<file path="src/rtl/trap_ctrl.sv">
// Machine-mode trap/interrupt sequencer: owns mstatus/mie/mip and mtimecmp and decides
// ECALL, MRET and interrupt entry at retire boundaries, then drives redirect and settle.
module trap_ctrl (
  input  logic        clk,
  input  logic        rst,
  input  logic [63:0] cycle,
  input  logic        cmp_we,
  input  logic        cmp_hi,
  input  logic [31:0] cmp_wdata,
  input  logic        csr_we,
  input  logic [11:0] csr_addr,
  input  logic [31:0] csr_wdata,
  input  logic        irq_ext,
  input  logic        ret_valid,
  input  logic [31:0] ret_pc,
  input  logic [31:0] ret_npc,
  input  logic        ret_ecall,
  input  logic        ret_mret,
  input  logic [31:0] mtvec,
  input  logic [31:0] mepc,
  output logic        trap_req,
  output logic        redirect,
  output logic [31:0] trap_pc,
  output logic [31:0] trap_epc,
  output logic [31:0] trap_cause,
  output logic        stall,
  output logic [31:0] mstatus_q,
  output logic [31:0] mie_q,
  output logic [31:0] mip_q
);

  localparam int unsigned XLEN = 32;
  localparam logic [11:0] CSR_MSTATUS = 12'h300;
  localparam logic [11:0] CSR_MIE     = 12'h304;
  localparam logic [31:0] CAUSE_ECALL = 32'h0000_000B;
  localparam logic [31:0] CAUSE_MEI   = 32'h8000_000B;
  localparam logic [31:0] CAUSE_MTI   = 32'h8000_0007;

  typedef enum logic [1:0] {RUN, TRAP, SETTLE} state_t;

  state_t      state;
  logic        st_mie;
  logic        st_mpie;
  logic        en_mtie;
  logic        en_meie;
  logic [63:0] mtimecmp;
  logic        sync1;
  logic        sync2;

  logic            mtip;
  logic            meip;
  logic            ext_hit;
  logic            tmr_hit;
  logic            irq;
  logic [31:0]     int_cause;
  logic [XLEN-1:0] vec_base;
  logic [XLEN-1:0] int_target;
  logic            mstatus_wr;
  logic            mie_wr;
  logic            unused_bits;

  assign unused_bits = ^csr_wdata;

  assign mtip       = (cycle >= mtimecmp);
  assign meip       = sync2;
  assign mstatus_wr = csr_we && (csr_addr == CSR_MSTATUS);
  assign mie_wr     = csr_we && (csr_addr == CSR_MIE);

  assign mstatus_q = {19'b0, 2'b11, 3'b0, st_mpie, 3'b0, st_mie, 3'b0};
  assign mie_q     = {20'b0, en_meie, 3'b0, en_mtie, 7'b0};
  assign mip_q     = {20'b0, meip, 3'b0, mtip, 7'b0};

  // Interrupt selection: external beats timer; vectored mode offsets by 4*cause.
  always_comb begin
    ext_hit    = meip && en_meie;
    tmr_hit    = mtip && en_mtie;
    irq        = st_mie && (ext_hit || tmr_hit);
    int_cause  = ext_hit ? CAUSE_MEI : CAUSE_MTI;
    vec_base   = {mtvec[31:2], 2'b00};
    int_target = vec_base;
    if (mtvec[1:0] == 2'b01) begin
      int_target = vec_base + XLEN'({int_cause[4:0], 2'b00});
    end
  end

  always_ff @(posedge clk) begin
    if (rst) begin
      sync1 <= 1'b0;
      sync2 <= 1'b0;
    end else begin
      sync1 <= irq_ext;
      sync2 <= sync1;
    end
  end

  always_ff @(posedge clk) begin
    if (rst) begin
      mtimecmp <= '1;
      en_mtie  <= 1'b0;
      en_meie  <= 1'b0;
    end else begin
      if (cmp_we) begin
        if (cmp_hi) mtimecmp[63:32] <= cmp_wdata;
        else        mtimecmp[31:0]  <= cmp_wdata;
      end
      if (mie_wr) begin
        en_mtie <= csr_wdata[7];
        en_meie <= csr_wdata[11];
      end
    end
  end

  // Sequencer; a trap decision's MIE/MPIE update overrides a same-cycle mstatus write.
  always_ff @(posedge clk) begin
    if (rst) begin
      state      <= RUN;
      trap_req   <= 1'b0;
      redirect   <= 1'b0;
      stall      <= 1'b0;
      trap_pc    <= '0;
      trap_epc   <= '0;
      trap_cause <= '0;
      st_mie     <= 1'b0;
      st_mpie    <= 1'b0;
    end else begin
      trap_req <= 1'b0;
      redirect <= 1'b0;
      stall    <= 1'b0;
      if (mstatus_wr) begin
        st_mie  <= csr_wdata[3];
        st_mpie <= csr_wdata[7];
      end
      case (state)
        RUN: begin
          if (ret_valid) begin
            if (ret_ecall) begin
              state      <= TRAP;
              trap_req   <= 1'b1;
              redirect   <= 1'b1;
              trap_pc    <= vec_base;
              trap_epc   <= ret_pc;
              trap_cause <= CAUSE_ECALL;
              st_mpie    <= st_mie;
              st_mie     <= 1'b0;
            end else if (ret_mret) begin
              state    <= TRAP;
              redirect <= 1'b1;
              trap_pc  <= mepc;
              st_mie   <= st_mpie;
              st_mpie  <= 1'b1;
            end else if (irq) begin
              state      <= TRAP;
              trap_req   <= 1'b1;
              redirect   <= 1'b1;
              trap_pc    <= int_target;
              trap_epc   <= ret_npc;
              trap_cause <= int_cause;
              st_mpie    <= st_mie;
              st_mie     <= 1'b0;
            end
          end
        end
        TRAP: begin
          stall <= 1'b1;
          state <= SETTLE;
        end
        SETTLE: state <= RUN;
        default: state <= RUN;
      endcase
    end
  end

endmodule
</file>
<file path="config.mk">
export PLATFORM = sky130hd
export DESIGN_NAME = trap_ctrl
export DESIGN_NICKNAME = d
export VERILOG_FILES = /design/src/rtl/trap_ctrl.sv
export SDC_FILE = /design/constraint.sdc
export NUM_CORES = 1
export LEC_CHECK = 0
export CAP_MARGIN = 20
export CORE_AREA = 2 2 186 188
export CTS_BUF_LIST = sky130_fd_sc_hd__clkbuf_4 sky130_fd_sc_hd__clkbuf_8 sky130_fd_sc_hd__clkbuf_16
export DETAILED_ROUTE_END_ITERATION = 12
export DIE_AREA = 0 0 188 190
export SLEW_MARGIN = 0
export SYNTH_ARGS = -nofsm -noshare
export SYNTH_HDL_FRONTEND = slang
export SYNTH_SLANG_ARGS = --single-unit
</file>
<file path="constraint.sdc">
create_clock -name clk -period 3.55 [get_ports clk]
set_input_delay 0.355 -clock clk [delete_from_list [all_inputs] [get_ports clk]]
set_output_delay 0.355 -clock clk [all_outputs]
set_load 0.005 [all_outputs]
</file>
-- Yosys cells after proc, flatten, opt, wreduce, memory -nomap -nowiden
Cells that the tools add are included.
- divide/modulo/power cells: 0
- bitwise logic cells: 3
- muxes and demuxes: 34
- shift-type cells: 0
- equality and inequality tests: 7
- $mul: 0
- add/sub/neg operators: 1
- magnitude comparators: 1
- reduce and logical (&&, ||, !) cells: 15
- operators by type and width (operator ; count):
    two-way mux 32 bit ; 10
    greater-or-equal comparator 64 bit ; 1
    adder 32 x 6 -> 32 bit ; 1
    equality test 12 x 10 -> 1 bit, second input constant ; 2
    two-way mux 1 bit ; 18
    two-way mux 2 bit ; 4
    AND reduction 2 bit ; 3
    logical AND 1 bit ; 5
    equality test 2 x 1 -> 1 bit, second input constant ; 2
    two-way mux 4 bit ; 1
    != test 2 bit, second input constant ; 2
    != test 4 bit, second input constant ; 1
    one-hot mux 2 bit (2 select lines) ; 1
    AND reduction 4 bit ; 1
    NOT 1 bit ; 3
    AND reduction 3 bit ; 1
    nonzero test 3 bit ; 1
    OR reduction 3 bit ; 1
    zero test 2 bit ; 1
    nonzero test 2 bit ; 1
    logical OR 1 bit ; 1
- bits in writable memories: 0
- memories: 0
- bits in registers: 171
- input bits: 277
- word-level logic and storage cells: 76
- latch bits: 0
- bits in read-only memories: 0

-- Depth between registers and ports, before layout
Gate-level depths: netlist of run 1.
- depth after elaboration: 9
- depth in mapped cells: 12
- depth with buffers taken out: 10

-- Worst setup path before layout of run 1
No wires, ideal clock.
- path type: input to register
- from: input cycle[15]
- to: register trap_pc[23]
- data required time: 3.435 ns
- buffers on the path: 1
- cell stages on the path: 10
- arrival: 2.613 ns
- path slack: 0.822 ns
- path through: ha_1 > nand4_1 > nor3_1 > or4b_1 > a31oi_2 > nor4_4 > o31ai_4 > nand2_2 > buf_4 > a31o_1
- longest elaborated chain between the ends: 6
- ends and longest elaborated chain (element ; line ; RTL):
    start, declared ; 6 ; input logic [63:0] cycle,
    greater-or-equal comparator 64 bit ; 64 ; assign mtip = (cycle >= mtimecmp);
    logical AND 1 bit ; 76 ; tmr_hit = mtip && en_mtie;
    logical OR 1 bit ; 77 ; irq = st_mie && (ext_hit || tmr_hit);
    logical AND 1 bit ; 77 ;
    nonzero test 3 bit (no source line) ; n/a ;
    AND reduction 3 bit (no source line) ; n/a ;
    end signal, assigned ; 140 ; trap_pc <= vec_base;
    end signal, assigned ; 148 ; trap_pc <= mepc;
    end signal, assigned ; 155 ; trap_pc <= int_target;
    end, declared ; 23 ; output logic [31:0] trap_pc,
No other way between the ends.
A chain may end at the register's enable or synchronous reset.

-- Worst setup path after layout of run 1
- from: register mtimecmp[13]
- to: output mip_q[7]
- longest elaborated chain between the ends: 1
- ends and longest elaborated chain (element ; line ; RTL):
    start, declared ; 46 ; logic [63:0] mtimecmp;
    start signal, assigned ; 104 ; else mtimecmp[31:0] <= cmp_wdata;
    greater-or-equal comparator 64 bit ; 64 ;
    end, declared ; 29 ; output logic [31:0] mip_q
No other way between the ends.

==> results of run 1 <==
-- layer usage --
layer / part of all wire / global-route usage / up-vias / wire (um)
met4: 0.021 / 0.0491 / 0 / 660
met2: 0.47 / 0.284 / 352 / 14900
met5: 0 / 0 / - / 0
met1: 0.43 / 0.215 / 4198 / 13600
met3: 0.071 / 0.0463 / 35 / 2240
li1: - / - / 4547 / -
-- power groups by stage --
stage          clock [mW]  combinational (mW)  sequential [mW]
2_1_floorplan           0               0.608             1.79
3_3_place_gp            0                1.06             1.79
3_5_place_dp            0                1.08             1.79
4_1_cts              2.07                1.08             1.76
5_1_grt              2.13                1.20             1.77
6_report             2.02                1.08             1.76
-- per-stage QoR --
stage	setup WS, ps	TNS, ps	utilization
after CTS	268	0	0.394
after global routing	134	0	0.394
after floorplan	822	0	-
after detailed placement	-9.97	-9.97	0.374
after global placement	61.0	0	0.374
final	372	0	0.394
-- synthesized netlist by cell type, types with 7 or more instances --
library cell | n | share of area
dfxtp_1 | 143 | 0.30
buf_4 | 127 | 0.10
nand2_1 | 113 | 0.045
a21oi_1 | 108 | 0.057
nand3_1 | 94 | 0.050
inv_1 | 78 | 0.031
ha_1 | 67 | 0.089
o211ai_1 | 62 | 0.049
clkbuf_1 | 61 | 0.024
mux2i_1 | 46 | 0.049
o21ai_0 | 32 | 0.017
nor2_1 | 28 | 0.011
a311oi_1 | 26 | 0.024
nand4_1 | 16 | 0.011
and3_1 | 11 | 0.0073
buf_1 | 10 | 0.0040
nor4_1 | 9 | 0.0060
a311oi_2 | 8 | 0.013
buf_2 | 8 | 0.0042
nor3_1 | 8 | 0.0042
nor2b_1 | 7 | 0.0046
-- repair_timing --
item | CTS | global route
buffers inserted | 0 | 0
endpoints found under the setup margin | 1 | 0
hold buffers | 0 | 0
resized for setup | 1 | 0
-- worst paths after layout --
kind                      from           to
hold reg to reg          sync1         meip
setup / recovery  mtimecmp[13]     mip_q[7]
setup reg to reg  mtimecmp[13]  trap_epc[3]
hold / removal           sync1         meip
-- registers in the layout, summed over array words and instances, names as in the netlist --
name / flops
en_meie: 1
en_mtie: 1
meip: 1
mtimecmp: 64
redirect: 1
st_mie: 1
st_mpie: 1
stall: 1
state: 2
sync1: 1
trap_cause: 4
trap_epc: 32
trap_pc: 32
trap_req: 1
-- worst register-to-register path, cell delays in order (launching register included) --
cell and delay (ps):
dfxtp_1 310, inv_1 80, ha_1 300, nand4_1 120
nor3_1 240, or4b_1 470, a31oi_2 250, buf_4 160
nor4_4 60, o31ai_4 280, buf_12 280, a21oi_1 130
a311oi_1 290
-- cell families after synthesis --
logic type	after synthesis
DFF	143
buffers and inverters	287
other	2
muxes	46
xor gates and xnor gates	1
adders and majority gates	67
and+or+nand+nor	318
AOI/OAI and AO/OA	305
-- final cells by class --
| type | count | area share |
|---|---|---|
| multi-input combinational | 854 | 0.406 |
| timing repair buffer | 361 | 0.266 |
| sequential | 143 | 0.214 |
| tap | 455 | 0.0426 |
| clock buffer | 19 | 0.0334 |
| inverter | 79 | 0.0222 |
| clock inverter | 13 | 0.0157 |
| antenna | 1 | 0.000187 |
==> tab_implementation.tex, run 1 <==
\begin{tabular}{lr}
\hline
Metric & Value \\
\hline
\multicolumn{2}{l}{\textbf{Logic synthesis}} \\
Part of the Yosys area used for sequential elements & 0.304 \\
Count of different cell masters after synthesis & 71 \\
Register bit total from synthesis & 143 \\
Largest family of logic cells by synthesized area & compound AO/OA/AOI/OAI gates \\
Syn Std Cell Area & 9420 sq um \\
Count of yosys warnings during synthesis & 0 \\
Leading register cell type out of synthesis & dfxtp\_1 \\
Number of enable-type register cells in the synthesized netlist & 0 \\
Parity-gate share of the synthesized area counting xor and xnor cells & 0.000929 \\
Post-synth ARST share & 0 \\
Average size of a mapped cell & 8.06 sq um \\
Adder and majority gate portion of the synthesized area & 0.0890 \\
Number of cells produced by synthesis & 1169 \\
Fraction of synthesized area in multiplexers & 0.0489 \\
Compound-cell area share of the yosys netlist & 0.224 \\
Basic-gate share of the synthesized area counting and, or, nand and nor cells & 0.165 \\
\multicolumn{2}{l}{\textbf{Run}} \\
Max cap viols & 0 \\
\multicolumn{2}{l}{\textbf{Worst setup path}} \\
Critical path capture point type & output pin \\
Worst Path Buf+Inv & 3 \\
Setup Crit Path Kind & reg -> out \\
Critical Path Source Type & register \\
Cell depth of the worst setup path & 10 \\
Slowest cell on crit path & or4b\_1 \\
Worst Path Arrival & 2820 ps \\
Cell class contributing the biggest share of worst-path delay & simple AND/OR/NAND/NOR gates \\
Delay of the slowest critical-path stage & 470 ps \\
Worst R2R Path Depth & 12 \\
Register-to-register path setup slack & 480 ps \\
Ordered cell list for the critical path & inv\_1 > ha\_1 > nand4\_1 > nor3\_1 > or4b\_1 > a31oi\_2 > buf\_4 > o31ai\_1 > nand2b\_1 > dlygate4sd2\_1 \\
Critical path peak fanout & 2 \\
Required time at the worst-slack endpoint & 3190 ps \\
\multicolumn{2}{l}{\textbf{Place}} \\
Post-DP HPWL & 24300 um \\
Final weighted congestion in routability-driven placement & 0.870 \\
Number of buffer cells added on primary ports & 325 \\
Cell area reported after detailed placement & 12700 sq um \\
Cells after DPL & 1892 \\
\multicolumn{2}{l}{\textbf{GRT}} \\
Overall global routing resource usage & 0.170 \\
Pin count of the biggest net entering global routing & 73 \\
Remaining global-route overflow & 0 \\
Wire length of the first global-routing pass & 48000 um \\
Vias in the first global route & 8740 \\
Antenna violations before repair & 2 \\
\multicolumn{2}{l}{\textbf{Routing}} \\
Starting DRT DRC Count & 510 \\
Total detailed-routing wirelength & 31400 um \\
DRC Markers & 0 \\
Vias per Instance & 4.74 \\
Avg WL per Cell & 16.3 um \\
Length of the first detailed-routing pass in iterations & 5 \\
Post-route antenna net violation count & 0 \\
Via count & 9132 \\
\multicolumn{2}{l}{\textbf{Timing}} \\
Slew headroom & 0.387 \\
Upper clock frequency limit & 0.315 GHz \\
RSZ-0062 raised after global routing & no \\
Max-slew violation total from the final report & 0 \\
Layout Skew & 18.9 ps \\
Total count of hold-check failures in the final report & 0 \\
Worst slew pin tran & 917 ps \\
Crit share post-route & 0.895 \\
Fin Hold WS & 440 ps \\
Final setup violation count & 0 \\
Time the final worst path needs with I/O delays and setup & 3180 ps \\
\multicolumn{2}{l}{\textbf{Final layout}} \\
Layout cells sized above 1 & 0.0640 \\
Final instance area & 13400 sq um \\
Most frequent cells in the layout & clkdlybuf4s50\_1 (322), dfxtp\_1 (143), conb\_1 (117) \\
Most common library cell in the layout ignoring fill and taps & clkdlybuf4s50\_1 \\
Seq. cell area & 2860 sq um \\
Fill cell instance count of the final layout & 3462 \\
Syn-to-layout area delta & 41.9\% \\
Number of nets in the layout & 1800 \\
Post-route insts no fill & 1925 \\
Area used by multi-input combinational logic & 5430 sq um \\
\multicolumn{2}{l}{\textbf{Die}} \\
Die boundary height & 190 um \\
Initial cell density of the core & 0.278 \\
Die ar. & 35700 sq um \\
I/O pin cnt & 472 \\
CORE AREA & 33900 sq um \\
Die X & 188 um \\
Number of standard-cell rows in the floorplan & 68 \\
\multicolumn{2}{l}{\textbf{Power and ir drop}} \\
Tot Pwr & 4.85 mW \\
Portion of total power attributed to combinational logic & 0.223 \\
Int Pwr & 3.55 mW \\
Sequential share of power & 0.362 \\
Switching part of the total power & 0.268 \\
Reported leakage power & 5.81 nW \\
Power dissipated by switching net loads & 1.30 mW \\
Power Dens Cells & 363 nW/um\^{}2 \\
Part of the power in the clock network & 0.415 \\
Peak supply drop & 320 uV \\
\multicolumn{2}{l}{\textbf{Clock network}} \\
Clock net sink count & 143 \\
Clk root buf & clkbuf\_16 \\
Htree depth & 4 \\
Max Root-Sink Buffers & 2 \\
Clock-pin transition on the worst setup and hold timing paths & 60 ps \\
TritonCTS clock tree & done \\
Skew-Pair Late Insertion Delay & 430 ps \\
Cts bufs inserted & 17 \\
\multicolumn{2}{l}{\textbf{Min path}} \\
Path class of the lowest-slack min-delay path & reg -> reg \\
Hold Crit Depth & 1 \\
\multicolumn{2}{l}{\textbf{Outcome}} \\
Status & finished clean \\
\hline
\end{tabular}
No activity file was read; power rests on OpenSTA's default activity.
==> run 2, diff against run 1 <==
--- a/config.mk
+++ b/config.mk
@@ -8,6 +8,7 @@
 export CAP_MARGIN = 20
 export CORE_AREA = 2 2 186 188
 export CTS_BUF_LIST = sky130_fd_sc_hd__clkbuf_4 sky130_fd_sc_hd__clkbuf_8 sky130_fd_sc_hd__clkbuf_16
+export CTS_CLUSTER_DIAMETER = 30
 export DETAILED_ROUTE_END_ITERATION = 12
 export DIE_AREA = 0 0 188 190
 export SLEW_MARGIN = 0
==> constraint.sdc (replaced) <==
create_clock -name clk -period 2.95 [get_ports clk]
set_input_delay 0.295 -clock clk [delete_from_list [all_inputs] [get_ports clk]]
set_output_delay 0.295 -clock clk [all_outputs]
set_load 0.005 [all_outputs]
==> tab_implementation.tex, run 2 (synthesis results as in run 1) <==
\begin{tabular}{lr}
\hline
Metric & Value \\
\hline
\multicolumn{2}{l}{\textbf{Outcome}} \\
Status & complete, but fails checks \\
Failing checks & negative setup slack \\
\multicolumn{2}{l}{\textbf{Clock network}} \\
Max Root-Sink Buffers & 2 (unchanged) \\
Skew-Pair Late Insertion Delay & 420 ps (about the same) \\
Htree depth & 4 (unchanged) \\
TritonCTS clock tree & done \\
Clock net sink count & 143 (unchanged) \\
Clk root buf & clkbuf\_16 \\
Cts bufs inserted & 17 (unchanged) \\
Clock-pin transition on the worst setup and hold timing paths & 70 ps (about the same) \\
\multicolumn{2}{l}{\textbf{Routing}} \\
Avg WL per Cell & 16.3 um (+0.14\%) \\
Post-route antenna net violation count & 0 (unchanged) \\
Via count & 9361 (+2.5\%) \\
Total detailed-routing wirelength & 32000 um (+2.2\%) \\
Vias per Instance & 4.77 (+0.47\%) \\
Starting DRT DRC Count & 472 (-7.5\%) \\
DRC Markers & 0 (unchanged) \\
Length of the first detailed-routing pass in iterations & 5 (unchanged) \\
\multicolumn{2}{l}{\textbf{Final layout}} \\
Fill cell instance count of the final layout & 3411 (-1.5\%) \\
Layout cells sized above 1 & 0.108 (+0.0440) \\
Seq. cell area & 2870 sq um (+0.13\%) \\
Most flops, register & mtimecmp \\
Post-layout util & 0.411 (+0.0173) \\
Regs by FF count & mtimecmp x64, trap\_epc x32, trap\_pc x32 \\
Area used by multi-input combinational logic & 5580 sq um (+2.8\%) \\
Number of nets in the layout & 1841 (+2.3\%) \\
Most common library cell in the layout ignoring fill and taps & clkdlybuf4s50\_1 \\
Number of flip-flops under the largest register name & 64 (unchanged) \\
Most frequent cells in the layout & clkdlybuf4s50\_1 (322), dfxtp\_1 (140), conb\_1 (117) \\
Final instance area & 14000 sq um (+4.4\%) \\
Syn-to-layout area delta & 48.1\% \\
Antenna diode instance count & 0 (-1) \\
\multicolumn{2}{l}{\textbf{GRT}} \\
Vias in the first global route & 8879 (+1.6\%) \\
Pin count of the biggest net entering global routing & 69 (-5.5\%) \\
Overall global routing resource usage & 0.175 (+0.00452) \\
Wire length of the first global-routing pass & 49200 um (+2.5\%) \\
Antenna violations before repair & 0 (-2) \\
Remaining global-route overflow & 0 (unchanged) \\
\multicolumn{2}{l}{\textbf{Worst setup path}} \\
Critical path peak fanout & 14 (+12) \\
Setup Crit Path Kind & reg -> reg \\
Critical Path Source Type & register \\
Required time at the worst-slack endpoint & 3290 ps (+100 ps) \\
Critical path capture point type & register \\
Worst Path Arrival & 3360 ps (+540 ps) \\
\multicolumn{2}{l}{\textbf{Place}} \\
Cell area reported after detailed placement & 12900 sq um (+1.3\%) \\
Number of buffer cells added on primary ports & 325 (unchanged) \\
Post-DP HPWL & 24600 um (+1.6\%) \\
Post-placement worst setup slack & -490 ps (-480 ps) \\
Final weighted congestion in routability-driven placement & 0.882 (+1.4\%) \\
\multicolumn{2}{l}{\textbf{Timing}} \\
Crit share post-route & 1.02 \\
Max-slew violation total from the final report & 0 (unchanged) \\
Time the final worst path needs with I/O delays and setup & 3020 ps \\
TNS Setup & -900 ps (-900 ps) \\
Setup ws final & -67.4 ps (-440 ps) \\
Final setup violation count & 32 (+32) \\
RSZ-0062 raised after global routing & yes \\
Slew headroom & 0.524 (+0.137) \\
Worst slew pin tran & 714 ps (-203 ps) \\
Total count of hold-check failures in the final report & 0 (unchanged) \\
Upper clock frequency limit & 0.331 GHz \\
Layout Skew & 13.9 ps (-5.04 ps) \\
\multicolumn{2}{l}{\textbf{Die}} \\
CORE AREA & 33900 sq um (unchanged) \\
Die ar. & 35700 sq um (unchanged) \\
I/O pin cnt & 472 (unchanged) \\
Initial cell density of the core & 0.278 (unchanged) \\
Number of standard-cell rows in the floorplan & 68 (unchanged) \\
Die X & 188 um (unchanged) \\
Die boundary height & 190 um (unchanged) \\
\multicolumn{2}{l}{\textbf{Min path}} \\
Path class of the lowest-slack min-delay path & in -> reg \\
\multicolumn{2}{l}{\textbf{Power and ir drop}} \\
Tot Pwr & 5.89 mW (+21\%) \\
Power Dens Cells & 422 nW/um\^{}2 (+16\%) \\
Peak supply drop & 375 uV (+17\%) \\
Reported leakage power & 6.07 nW (+4.5\%) \\
\multicolumn{2}{l}{\textbf{Run}} \\
Max cap viols & 0 (unchanged) \\
\hline
\end{tabular}
==> run 2: changes by cell type in the layout (fill, tap and decap cells not counted), moves of 3 or more <==
cell and change:
inv_1 -4, a21oi_1 -3, inv_6 +3, ha_1 -5
dfxtp_2 +3, buf_4 +28, dfxtp_1 -3, ha_4 +5
buf_6 +6, inv_2 +4, a21oi_2 +3, buf_16 +3
==> run 2: timing repair <==
action / CTS / global route
pin swaps: 9 / 41
cloned: 5 / 0
resized for setup: 31 / 18
hold buffers: 0 / 0
buffers inserted: 14 / 3
setup endpoints to repair: 37 / 73
==> run 2: final cells by class <==
type	instances	share of cell area
sequential	143	0.205
clock buffer	17	0.0305
clock inverter	14	0.0148
timing repair buffer	402	0.287
tap	455	0.0408
multi-input combinational	854	0.400
inverter	79	0.0213
==> run 2: path summary, 6_finish.rpt <==
path | endpoint | start | slack, ps | depth (start not counted)
min reg2reg | meip | sync1 | 440 | 1
min | trap_cause[31] | rst | 350 | 3
max | trap_epc[24] | mtimecmp[11] | -70 | 13
max reg2reg | trap_epc[24] | mtimecmp[11] | -70 | 13
==> run 2: per-stage QoR <==
step	std cells	hold slack, ps
after detailed placement	1913	424
after global placement	1913	427
after CTS	1963	329
after floorplan	1284	414
after global routing	1964	355
final	1964	352
==> run 2: layer usage <==
metal	vias to the layer above	GRT usage	wire, um	share of wire
li1	4649	-	-	-
met1	4367	0.224	14100	0.44
met2	316	0.293	15200	0.48
met3	29	0.0417	2070	0.065
met4	0	0.0463	589	0.018
met5	-	0	0	0
==> run 2: critical path, stage by stage (launching register included) <==
cell and delay [ps]:
dfxtp_1 320, inv_1 50, ha_1 280, nand2_1 80, nor3_2 190, or4b_4 500, a31oi_4 260, nor4_4 60
buf_4 160, o31ai_4 290, buf_6 140, bufbuf_16 270, a21oi_1 80, a311oi_2 230
==> run 2: power by group <==
group | internal (mW) | switching, mW
Sequential | 2.06 | 0.0592
Combinational | 0.755 | 0.650
Clock | 1.43 | 0.941
Total | 4.24 | 1.65
==> run 3, diff against run 2 <==
--- a/config.mk
+++ b/config.mk
@@ -6,11 +6,11 @@
 export NUM_CORES = 1
 export LEC_CHECK = 0
 export CAP_MARGIN = 20
-export CORE_AREA = 2 2 186 188
+export CORE_AREA = 2 2 183 185
 export CTS_BUF_LIST = sky130_fd_sc_hd__clkbuf_4 sky130_fd_sc_hd__clkbuf_8 sky130_fd_sc_hd__clkbuf_16
 export CTS_CLUSTER_DIAMETER = 30
 export DETAILED_ROUTE_END_ITERATION = 12
-export DIE_AREA = 0 0 188 190
+export DIE_AREA = 0 0 185 187
 export SLEW_MARGIN = 0
 export SYNTH_ARGS = -nofsm -noshare
 export SYNTH_HDL_FRONTEND = slang
==> constraint.sdc (replaced) <==
create_clock -name clk -period 2.7 [get_ports clk]
set_input_delay 0.27 -clock clk [delete_from_list [all_inputs] [get_ports clk]]
set_output_delay 0.27 -clock clk [all_outputs]
set_load 0.005 [all_outputs]
==> tab_implementation.tex, run 3 (synthesis results as in run 1) <==
\begin{tabular}{lr}
\hline
Metric & Value \\
\hline
\multicolumn{2}{l}{\textbf{Outcome}} \\
Status & complete, but fails checks \\
Failing checks & negative setup slack \\
\multicolumn{2}{l}{\textbf{Die}} \\
Initial cell density of the core & 0.287 (+0.00917) \\
Die ar. & 34600 sq um (-3.1\%) \\
I/O pin cnt & 472 (unchanged) \\
Number of standard-cell rows in the floorplan & 67 (-1.5\%) \\
Die X & 185 um (-1.6\%) \\
CORE AREA & 32900 sq um (-3.2\%) \\
Die boundary height & 187 um (-1.6\%) \\
\multicolumn{2}{l}{\textbf{Worst setup path}} \\
Required time at the worst-slack endpoint & 3040 ps (-250 ps) \\
Worst R2R Start & mtimecmp[11] \\
Worst R2R Path Depth & 14 (+1) \\
Ordered cell list for the critical path & inv\_1 > ha\_1 > nand2\_1 > nor3\_2 > or4b\_4 > a31oi\_4 > nor4\_4 > o31ai\_4 > buf\_6 > buf\_12 > buf\_16 > buf\_4 > a21oi\_2 > a311oi\_2 \\
Critical Path Source Type & register \\
Worst Path Arrival & 3200 ps (-160 ps) \\
Delay of the slowest critical-path stage & 490 ps (about the same) \\
Reg2reg end & trap\_epc[18] \\
Critical path capture point type & register \\
Critical path peak fanout & 7 (-7) \\
Slowest cell on crit path & or4b\_4 \\
Register-to-register path setup slack & -160 ps (-100 ps) \\
Cell class contributing the biggest share of worst-path delay & simple AND/OR/NAND/NOR gates \\
Setup Crit Path Kind & reg -> reg \\
Worst Path Buf+Inv & 5 (+1) \\
\multicolumn{2}{l}{\textbf{Clock network}} \\
Clock net sink count & 143 (unchanged) \\
TritonCTS clock tree & done \\
Max Root-Sink Buffers & 2 (unchanged) \\
Skew-Pair Late Insertion Delay & 420 ps (about the same) \\
Cts bufs inserted & 17 (unchanged) \\
Cts hold-fix bufs & 0 (unchanged) \\
Htree depth & 4 (unchanged) \\
Clk root buf & clkbuf\_16 \\
Clock-pin transition on the worst setup and hold timing paths & 70 ps (about the same) \\
\multicolumn{2}{l}{\textbf{Min path}} \\
Startpoint of the lowest-slack hold path & ret\_ecall \\
Hold Crit Depth & 4 (+1) \\
Path class of the lowest-slack min-delay path & in -> reg \\
Worst-case hold path end point & trap\_pc[7] \\
\multicolumn{2}{l}{\textbf{Run}} \\
Max cap viols & 0 (unchanged) \\
\multicolumn{2}{l}{\textbf{Timing}} \\
Upper clock frequency limit & 0.349 GHz (+5.4\%) \\
Layout Skew & 10.4 ps (-3.46 ps) \\
Final setup violation count & 49 (+53\%) \\
RSZ-0062 raised after global routing & yes \\
Max-slew violation total from the final report & 0 (unchanged) \\
Crit share post-route & 1.06 (+0.0375) \\
Setup ws final & -163 ps (-95.6 ps) \\
Slew headroom & 0.619 (+0.0950) \\
Worst slew pin tran & 572 ps (-143 ps) \\
Total count of hold-check failures in the final report & 0 (unchanged) \\
Fin Hold WS & 330 ps (-21.9 ps) \\
Time the final worst path needs with I/O delays and setup & 2860 ps (-154 ps) \\
\multicolumn{2}{l}{\textbf{Place}} \\
Cell area reported after detailed placement & 13000 sq um (+1.0\%) \\
Cells after DPL & 1916 (+0.16\%) \\
Final weighted congestion in routability-driven placement & 0.868 (-1.6\%) \\
Post-DP HPWL & 24900 um (+1.0\%) \\
Number of buffer cells added on primary ports & 325 (unchanged) \\
\multicolumn{2}{l}{\textbf{GRT}} \\
Vias in the first global route & 9359 (+5.4\%) \\
Pin count of the biggest net entering global routing & 69 (unchanged) \\
Remaining global-route overflow & 0 (unchanged) \\
Antenna violations before repair & 1 (+1) \\
Wire length of the first global-routing pass & 51500 um (+4.6\%) \\
Overall global routing resource usage & 0.189 (+0.0146) \\
\multicolumn{2}{l}{\textbf{Routing}} \\
Starting DRT DRC Count & 458 (-3.0\%) \\
Avg WL per Cell & 16.9 um (+3.8\%) \\
Via count & 9520 (+1.7\%) \\
DRC Markers & 0 (unchanged) \\
Length of the first detailed-routing pass in iterations & 5 (unchanged) \\
Total detailed-routing wirelength & 33500 um (+4.4\%) \\
Post-route antenna net violation count & 0 (unchanged) \\
Vias per Instance & 4.82 (+1.1\%) \\
\multicolumn{2}{l}{\textbf{Final layout}} \\
Fill cell instance count of the final layout & 3211 (-5.9\%) \\
Most flops, register & mtimecmp \\
Post-layout util & 0.444 (+0.0330) \\
Syn-to-layout area delta & 54.9\% \\
Regs by FF count & mtimecmp x64, trap\_epc x32, trap\_pc x32 \\
Most common library cell in the layout ignoring fill and taps & clkdlybuf4s50\_1 \\
Number of nets in the layout & 1859 (+0.98\%) \\
Most frequent cells in the layout & clkdlybuf4s50\_1 (322), dfxtp\_1 (130), conb\_1 (117) \\
Number of flip-flops under the largest register name & 64 (unchanged) \\
Layout cells sized above 1 & 0.168 (+0.0596) \\
Final instance area & 14600 sq um (+4.6\%) \\
Post-route insts no fill & 1976 (+0.61\%) \\
\multicolumn{2}{l}{\textbf{Power and ir drop}} \\
Reported leakage power & 6.17 nW (+1.7\%) \\
Peak supply drop & 400 uV (+6.7\%) \\
Power Dens Cells & 445 nW/um\^{}2 (+5.5\%) \\
\hline
\end{tabular}
run 3: cell count changes in the layout (fill, tap and decap cells not counted), sizes merged:
cell	delta
bufbuf	-2
diode	+1
bufinv	-1
clkbuf	+2
clkinv	+1
clkinvlp	+1
inv	-3
buf	+20
run 3: how the worst max path moves through the flow:
stage,cells past startpoint,startpoint,slack [ps],end
final,14,mtimecmp[11],-160,trap_epc[18]
after global routing,14,mtimecmp[15],-320,trap_epc[18]
after CTS,14,mtimecmp[14],-120,trap_pc[22]
after detailed placement,11,cycle[13],-590,trap_epc[14]
after global placement,11,cycle[30],-560,trap_epc[12]
after floorplan,11,mtimecmp[15],10,trap_pc[23]
run 3: worst register-to-register path, cell delays in order, from the launching register on:
cell      delay (ps)
dfxtp_1          300
inv_1             50
ha_1             290
nand2_1           90
nor3_2           170
or4b_4           490
a31oi_4          250
nor4_4            90
o31ai_4          240
buf_6            170
buf_12           120
buf_16           130
buf_4            110
a21oi_2           40
a311oi_2         240
run 3: cell type report:
cell class | instances | area, sq um | share of cell area
inverter | 79 | 297 | 0.0203
sequential | 143 | 2880 | 0.197
multi-input combinational | 854 | 5970 | 0.409
antenna | 1 | 2.50 | 0.000171
timing repair buffer | 420 | 4280 | 0.293
tap | 448 | 561 | 0.0384
clock buffer | 19 | 453 | 0.0310
clock inverter | 12 | 160 | 0.0110
run 3: repair_timing:
item / in CTS / in global routing
hold endpoints to repair: 0 / 0
setup endpoints to repair: 73 / 73
gates cloned: 9 / 0
gates resized for setup: 82 / 57
setup buffers: 16 / 9
pin swaps: 62 / 31
run 3: metrics by stage:
step	total power [mW]	setup slack, ps	TNS (ps)
after global placement	3.81	-562	-36150
after floorplan	3.15	11.5	0
after global routing	6.84	-316	-16250
after CTS	6.52	-115	-3560
after detailed placement	3.84	-586	-38450
final	6.50	-163	-3660
run 3: power by group:
| group | total (mW) | switching [mW] | internal [mW] |
|---|---|---|---|
| logic | 1.67 | 0.769 | 0.898 |
| registers | 2.32 | 0.0728 | 2.25 |
| clock network | 2.51 | 1.00 | 1.51 |
| total | 6.50 | 1.85 | 4.65 |
run 3: routing by layer:
| metal | GRT usage | share of wire | vias to the layer above |
|---|---|---|---|
| met5 | 0 | 0 | - |
| met4 | 0.0473 | 0.017 | 0 |
| met3 | 0.0481 | 0.081 | 35 |
| met2 | 0.324 | 0.48 | 385 |
| met1 | 0.236 | 0.42 | 4423 |
| li1 | - | - | 4677 |
